**src/rtl/epmp_pc_seq.sv**
```systemverilog
// Fetch/execute sequencer for the EPMP processor: PC strobes, memory read handshake, IR/operand loads.
// Optional fetch timeout with sticky Bus_Err is enabled by defining EPMP_SEQ_FETCH_TIMEOUT_EN.
module epmp_pc_seq #(
  parameter int unsigned TIMEOUT_CYCLES = 16
) (
  input  logic        clk,
  input  logic        Reset,
  input  logic        Run,
  input  logic        Mem_Ack,
  input  logic [1:0]  Instr_Len,
  input  logic        Exec_Done,
  input  logic        Branch_Req,
  output logic        PC_Load_En,
  output logic        PC_Inc_nLoad,
  output logic        PC_Out_En,
  output logic        Mem_Rd,
  output logic        IR_Load,
  output logic [1:0]  Opnd_Load,
  output logic        Exec_Start,
  output logic        Busy,
  output logic [15:0] Instr_Count,
  output logic        Bus_Err
);

  typedef enum logic [2:0] {
    S_IDLE,
    S_FETCH,
    S_INC,
    S_DISPATCH,
    S_EXEC,
    S_BRANCH
  } state_e;

  state_e      state_q, state_d;
  logic [1:0]  bidx_q, bidx_d;
  logic [15:0] cnt_q, cnt_d;
  logic [1:0]  len_eff;
  logic        fetch_timeout;
  logic        bus_err_q;
  logic        strobe_en;
  logic        fetch_ack;

`ifdef EPMP_SEQ_FETCH_TIMEOUT_EN
  localparam logic [7:0] TimeoutLast = 8'(TIMEOUT_CYCLES - 1);

  logic [7:0] wait_q, wait_d;

  // Counter is zero outside FETCH, so it is already clear on every entry to FETCH.
  always_comb begin
    wait_d = 8'd0;
    if (state_q == S_FETCH && !Mem_Ack) wait_d = wait_q + 8'd1;
  end

  assign fetch_timeout = (state_q == S_FETCH) && !Mem_Ack && (wait_q == TimeoutLast);

  always_ff @(posedge clk) begin
    if (Reset) begin
      wait_q    <= 8'd0;
      bus_err_q <= 1'b0;
    end else begin
      wait_q <= wait_d;
      if (fetch_timeout) bus_err_q <= 1'b1;
    end
  end
`else
  logic unused_timeout_cfg;

  assign unused_timeout_cfg = (TIMEOUT_CYCLES != 0);
  assign fetch_timeout      = 1'b0;
  assign bus_err_q          = 1'b0;
`endif

  // Lengths 0 and 1 both mean a single byte.
  assign len_eff = (Instr_Len < 2'd2) ? 2'd1 : Instr_Len;

  // NOTE: every variable gets a default before the case so no path leaves it unassigned (no latch).
  always_comb begin
    state_d = state_q;
    bidx_d  = bidx_q;
    cnt_d   = cnt_q;
    unique case (state_q)
      S_IDLE: begin
        if (Run && !bus_err_q) begin
          bidx_d  = 2'd0;
          state_d = S_FETCH;
        end
      end
      S_FETCH: begin
        if (Mem_Ack)            state_d = S_INC;
        else if (fetch_timeout) state_d = S_IDLE;
      end
      S_INC: begin
        if (({1'b0, bidx_q} + 3'd1) < {1'b0, len_eff}) begin
          bidx_d  = bidx_q + 2'd1;
          state_d = S_FETCH;
        end else begin
          state_d = S_DISPATCH;
        end
      end
      S_DISPATCH: state_d = S_EXEC;
      S_EXEC: begin
        if (Exec_Done) begin
          if (Branch_Req) begin
            state_d = S_BRANCH;
          end else begin
            cnt_d   = cnt_q + 16'd1;
            bidx_d  = 2'd0;
            state_d = Run ? S_FETCH : S_IDLE;
          end
        end
      end
      S_BRANCH: begin
        cnt_d   = cnt_q + 16'd1;
        bidx_d  = 2'd0;
        state_d = Run ? S_FETCH : S_IDLE;
      end
      default: state_d = S_IDLE;
    endcase
  end

  // NOTE: registers use non-blocking assignments so every flop samples the pre-edge values.
  always_ff @(posedge clk) begin
    if (Reset) begin
      state_q <= S_IDLE;
      bidx_q  <= 2'd0;
      cnt_q   <= 16'd0;
    end else begin
      state_q <= state_d;
      bidx_q  <= bidx_d;
      cnt_q   <= cnt_d;
    end
  end

  // Strobes are suppressed while Reset is high so an aborted state never moves the PC.
  assign strobe_en    = !Reset;
  assign fetch_ack    = strobe_en && (state_q == S_FETCH) && Mem_Ack;

  assign PC_Out_En    = strobe_en && (state_q == S_FETCH);
  assign Mem_Rd       = strobe_en && (state_q == S_FETCH);
  assign PC_Load_En   = strobe_en && ((state_q == S_INC) || (state_q == S_BRANCH));
  assign PC_Inc_nLoad = strobe_en && (state_q == S_INC);
  assign Exec_Start   = strobe_en && (state_q == S_DISPATCH);
  assign IR_Load      = fetch_ack && (bidx_q == 2'd0);
  assign Opnd_Load    = {fetch_ack && (bidx_q == 2'd2), fetch_ack && (bidx_q == 2'd1)};
  assign Busy         = (state_q != S_IDLE);
  assign Instr_Count  = cnt_q;
  assign Bus_Err      = bus_err_q;

endmodule

```
**config.mk**
```make
export PLATFORM = sky130hd
export DESIGN_NAME = epmp_pc_seq
export DESIGN_NICKNAME = d
export VERILOG_FILES = /design/src/rtl/epmp_pc_seq.sv
export SDC_FILE = /design/constraint.sdc
export NUM_CORES = 1
export LEC_CHECK = 0
export BUFFER_PORTS_ARGS = -buffer_cell sky130_fd_sc_hd__buf_2
export CAP_MARGIN = 20
export CELL_PAD_IN_SITES_DETAIL_PLACEMENT = 1
export CELL_PAD_IN_SITES_GLOBAL_PLACEMENT = 1
export CORE_UTILIZATION = 30
export CTS_CLUSTER_DIAMETER = 80
export CTS_CLUSTER_SIZE = 10
export DETAILED_ROUTE_END_ITERATION = 8
export PLACE_DENSITY = 0.65
export REMOVE_ABC_BUFFERS = 1
export SLEW_MARGIN = 30
export SYNTH_ARGS = -nofsm -noshare
export SYNTH_HDL_FRONTEND = slang
export SYNTH_SLANG_ARGS = --single-unit
```
**constraint.sdc**
```tcl
create_clock -name clk -period 4.5 [get_ports clk]
set_clock_uncertainty 0.2 [all_clocks]
set_input_delay 0.675 -clock clk [delete_from_list [all_inputs] [get_ports clk]]
set_output_delay 0.675 -clock clk [all_outputs]
set_load 0.03 [all_outputs]
```
# Word level (Yosys, flattened, before mapping)
# Index checks and enable logic that the tools add are counted.
dict set report word_totals {
  regBits 21
  in_bits 8
  out_inout_bits 26
  wordCells 54
}
dict set report classes {
  addsub 3
  magnitude_cmp 2
  n_eq_ne 12
  muxes 16
  reduce_logical 18
}
# operator n
set ops {}
lappend ops {{$mux 16} 2}
lappend ops {{$pmux 16 s2} 1}
lappend ops {{$pmux 3 s6} 1}
lappend ops {{$add 16x1->16 const B} 1}
lappend ops {{$mux 2} 6}
lappend ops {{$mux 3} 4}
lappend ops {{$ne 2x2->1 const B} 5}
lappend ops {{$logic_and 1x1->1} 8}
lappend ops {{$pmux 2 s4} 1}
lappend ops {{$eq 3x2->1 const B} 2}
lappend ops {{$eq 3x3->1 const B} 2}
lappend ops {{$reduce_and 3->1} 2}
lappend ops {{$reduce_and 5->1} 1}
lappend ops {{$reduce_bool 4->1} 1}
lappend ops {{$add 2x1->3 const B} 1}
lappend ops {{$eq 3x1->1 const B} 1}
lappend ops {{$logic_not 3->1} 1}
lappend ops {{$lt 3x2->1} 1}
lappend ops {{$reduce_bool 3->1} 1}
lappend ops {{$add 2x1->2 const B} 1}
lappend ops {{$eq 2x1->1 const B} 1}
lappend ops {{$eq 2x2->1 const B} 1}
lappend ops {{$logic_not 2->1} 1}
lappend ops {{$lt 2x2->1 const B} 1}
lappend ops {{4 further kinds} 4}

# Longest topological paths before layout
dict set report depth {
  word_depth 5
  mapped_depth 6
  mapped_depth_nobuf 6
}

# Worst setup path before layout
# Ideal clock, no wire load.
dict set report synth_timing {
  path_type {reg-to-output}
  startpoint {reg state_q[0]}
  endpoint {out IR_Load}
  arrival_ns 2.270
  required_ns 3.625
  path_slack_ns 1.355
  path_stages_with_launch 5
  n_path_buf 1
  cell_sequence {dfxtp_1 > buf_2 > inv_1 > nor4_1 > and3_1}
}
dict set report synth_between {
  elab_chain_cells 4
}
# element line
set synth_rtl {}
lappend synth_rtl {{from (decl)} 34} ;# state_e state_q, state_d;
lappend synth_rtl {{from (signal assigned)} 128} ;# state_q <= state_d;
lappend synth_rtl {{$eq 3x1->1} n/a}
lappend synth_rtl {{$logic_and 1x1->1} n/a}
lappend synth_rtl {{via Mem_Rd} 16} ;# output logic Mem_Rd,
lappend synth_rtl {{$logic_and 1x1->1} 136} ;# assign fetch_ack = strobe_en && (state_q == S_FETCH) && Mem_Ack;
lappend synth_rtl {{$logic_and 1x1->1} 143} ;# assign IR_Load = fetch_ack && (bidx_q == 2'd0);
lappend synth_rtl {{to (decl)} 17} ;# output logic IR_Load,
# The timed path passes the listed nets, and every way through them passes these cells.

# Worst setup path after layout
dict set report layout_timing {
  startpoint {reg state_q[0]}
  endpoint {out Opnd_Load[1]}
}
dict set report layout_between {
  elab_chain_cells 4
}
# element line
set layout_rtl {}
lappend layout_rtl {{$eq 3x1->1} 136}
lappend layout_rtl {{$logic_and 1x1->1 (2 in series)} 136}
lappend layout_rtl {{$logic_and 1x1->1} 144} ;# assign Opnd_Load = {fetch_ack && (bidx_q == 2'd2), fetch_ack && (bidx_q == 2'd1)};
lappend layout_rtl {{to (decl)} 18} ;# output logic [1:0] Opnd_Load,
# No other way between the ends.

==> metrics.yaml <==
hold_path.class: "register to register"
number_of_gates_given_a_new_drive_strength_after_cts: 0
clock_power_share_pct: 32.2
drc_errors: 0
layout-drive-gt1-share_pct: 23.21
count_of_antenna_diodes_in_the_layout: 0
ctsHoldBuffers: 0
ys_seq_area_share_pct: 34.57
cts_tree: "built"
syn2layout_area_growth_pct: 16.67
crit_path_cell_trace: "inv_1, nor4_1, and3_1, buf_2"
irDropWorstVdd_v: 0.0001533
hold-path-cell-count: 2
via_count_of_the_routed_design: 1173
power_per_cell_area_nw_per_um2: 275.4
timing.critical_path.arrival_ns: 2.06
final_cells: 216
critical-path-slowest-cell: "sky130_fd_sc_hd__nor4_1"
globalplace.congestion: 0.7168
critPathLaunchType: "register"
yosys.area.top_type_share_pct: 34.57
seqPwrFrac_pct: 51.8
die_y_um: 65.67
clk_pin_slew_ns: 0.08
switching_portion_of_total_power_pct: 29.61
initial_utilization_pct: 32.25
insertion_delay_ns: 0.26
synth_cells: 142
netlist_area_um2: 1216
grt_pass1_vias: 1091
number_of_failing_hold_endpoints_at_the_final_stage: 0
setup-violations-final: 0
cts.root.buffer_cell: "sky130_fd_sc_hd__clkbuf_8"
p_leak_nw: 0.6113
cap_viol_max_count: 0
critical-path-max-stage-delay_ns: 0.59
yosys-top-cells-area: "sky130_fd_sc_hd__dfxtp_1 35%, sky130_fd_sc_hd__a21oi_1 6.2%, sky130_fd_sc_hd__ha_1 5.1%, sky130_fd_sc_hd__o31ai_1 4.3%, sky130_fd_sc_hd__or4_1 4.3%"
hpwl_after_detailed_placement_um: 2215
die_w_um: 65.67
grt_first_pass_wirelength_um: 5119
fmax_mhz: 340.7
power.share.combinational_pct: 16.0
netlist-cell-type-count: 41
maxSlewHeadroom_pct: 39.00
finalCriticalPeriod_ns: 2.935
synth_async_sr_flop_share_pct: 0
yosysTopAreaCell: "sky130_fd_sc_hd__dfxtp_1"
design.die.area_um2: 4313
critical_path_class: "register to primary output"
cp_max_fo: 12
route.final.wire_length_um: 2988
ctsLongestPathBuffers: 2
num-nets-final: 183
clock_sinks: 21
synth_warnings: 0
outcome: "finished clean"
reg2reg_depth: 4
core_area_um2: 3771
globalRouteTotalUtil_pct: 15.45
num_io_pins: 34
rows: 22
slew_viol_final: 0
synth_edf_count: 0
detailedRoute.firstIterationViolations: 34
p_sw_w: 0.0001157
grt_start_max_net_pins: 25
place.detailed.instances: 212
ys_ff_latch: 21
cellInternalPower_w: 0.0002751
drt-vias-per-instance: 5.431
cts.repair_timing.setup_buffer_count: 0
syn_avg_cell_area_um2: 8.565
setup_tns_ns: 0
route.detailed.wl_per_inst_um: 13.83
predominant_post_synthesis_flop_cell: "sky130_fd_sc_hd__dfxtp_1"
worst_pin_slew_ns: 0.9110
drt-pass1-iter-count: 4
grt_antenna_before_repair: 0
timing.critical_path.to_type: "primary output"
final_min_period_over_clock_period_pct: 65.23
number_of_buffer_cells_added_on_primary_ports: 32
timing.critical_path.required_ns: 3.62
cts_inserted_buffers: 3
total_global_routing_overflow: 0
clock_tree.htree_level_count: 1
ant_nets: 0
fillers: 471
rsz0062_at_grt: "no"
worst paths after layout:
path | start | to | slack, ns
max reg2reg | state_q[2] | Instr_Count[15] | 2.34
min | Instr_Count[15] | Instr_Count[15] | 0.29
max | state_q[0] | Opnd_Load[1] | 1.56
min reg2reg | Instr_Count[15] | Instr_Count[15] | 0.29
critical path, delay by kind of cell, from the launching register on:
family / cells / cell delay (ns)
AND/OR/NAND/NOR: 2 / 0.85
buffers and inverters: 2 / 0.40
flip-flops: 1 / 0.55
metrics by stage:
stage	utilization, %	total power (W)	hold WS (ns)	cell area [µm²]	setup slack, ns
floorplan	-	0.0002461	0.3412	1152	0.5252
global placement	36.40	0.0002678	0.2588	1373	1.861
detailed placement	36.40	0.0002712	0.2802	1373	1.721
CTS	37.62	0.0004015	0.2929	1419	1.577
global route	37.62	0.0004143	0.3162	1419	1.352
finish	37.62	0.0003908	0.2870	1419	1.565
cells by family after synthesis:
logic type	after synthesis	share of synthesized area, %
AND/OR/NAND/NOR	50	24.28
other	1	0.3083
flip-flops	21	34.57
buffers and inverters	17	7.407
adder cells (fa/ha/maj)	6	6.790
AO/OA/AOI/OAI	42	22.94
XOR/XNOR	4	2.881
multiplexers	1	0.8231
routing by layer:
layer | vias to the layer above | track usage [%] | wire length (µm)
met2 | 26 | 26.53 | 1429
met1 | 567 | 18.40 | 1369
met5 | - | 0 | 0
li1 | 575 | - | -
met3 | 5 | 3.646 | 149
met4 | 0 | 5.707 | 40
power by group through the flow:
| stage | Sequential, W | Clock, W | Combinational (W) |
|---|---|---|---|
| after floorplan | 0.000204 | 0 | 0.0000422 |
| after global placement | 0.000207 | 0 | 0.0000611 |
| after detailed placement | 0.000207 | 0 | 0.0000639 |
| after CTS | 0.000203 | 0.000135 | 0.0000639 |
| after global routing | 0.000204 | 0.000139 | 0.0000708 |
| final | 0.000202 | 0.000126 | 0.0000626 |
cells in the mapped netlist, types with 2 or more instances:
| master | n |
|---|---|
| sky130_fd_sc_hd__nand2b_1 | 2 |
| sky130_fd_sc_hd__buf_2 | 3 |
| sky130_fd_sc_hd__nor4b_1 | 2 |
| sky130_fd_sc_hd__nand2_1 | 6 |
| sky130_fd_sc_hd__nor2_1 | 9 |
| sky130_fd_sc_hd__buf_6 | 2 |
| sky130_fd_sc_hd__xor2_1 | 3 |
| sky130_fd_sc_hd__o31ai_1 | 7 |
| sky130_fd_sc_hd__and4_1 | 2 |
| sky130_fd_sc_hd__clkbuf_1 | 3 |
| sky130_fd_sc_hd__o21ai_0 | 6 |
| sky130_fd_sc_hd__nand4_1 | 2 |
| sky130_fd_sc_hd__o211ai_1 | 4 |
| sky130_fd_sc_hd__or4_1 | 7 |
| sky130_fd_sc_hd__nand3_1 | 4 |
| sky130_fd_sc_hd__dfxtp_1 | 21 |
| sky130_fd_sc_hd__inv_1 | 7 |
| sky130_fd_sc_hd__a21oi_1 | 15 |
| sky130_fd_sc_hd__buf_4 | 2 |
| sky130_fd_sc_hd__and3_1 | 6 |
| sky130_fd_sc_hd__or3_1 | 5 |
| sky130_fd_sc_hd__ha_1 | 5 |
sequential cells by signal, indices dropped and copies added (netlist names):
signal / flops
Instr_Count: 16
state_q: 3
bidx_q: 2
layout by cell type (no fill, tap or decap), types with 3 or more instances in the layout:
cell type,instances
sky130_fd_sc_hd__inv_1,7
sky130_fd_sc_hd__dfxtp_1,21
sky130_fd_sc_hd__a21oi_1,15
sky130_fd_sc_hd__nand2_1,6
sky130_fd_sc_hd__o31ai_1,7
sky130_fd_sc_hd__xor2_1,3
sky130_fd_sc_hd__buf_2,32
sky130_fd_sc_hd__or3_1,5
sky130_fd_sc_hd__o211ai_1,4
sky130_fd_sc_hd__and3_1,6
sky130_fd_sc_hd__clkbuf_8,3
sky130_fd_sc_hd__nor2_1,9
sky130_fd_sc_hd__o21ai_0,6
sky130_fd_sc_hd__ha_1,5
sky130_fd_sc_hd__nand3_1,4
sky130_fd_sc_hd__or4_1,7
layout make-up:
class / count / area (µm²) / share of cell area [%]
Clock buffer: 3 / 41.29 / 2.910
Clock inverter: 1 / 5.005 / 0.3527
Inverter: 7 / 26.28 / 1.852
Multi-Input combinational cell: 104 / 705.7 / 49.74
Sequential cell: 21 / 420.4 / 29.63
Tap cell: 48 / 60.06 / 4.233
Timing Repair Buffer: 32 / 160.2 / 11.29
Power figures use the tool's default switching activity.
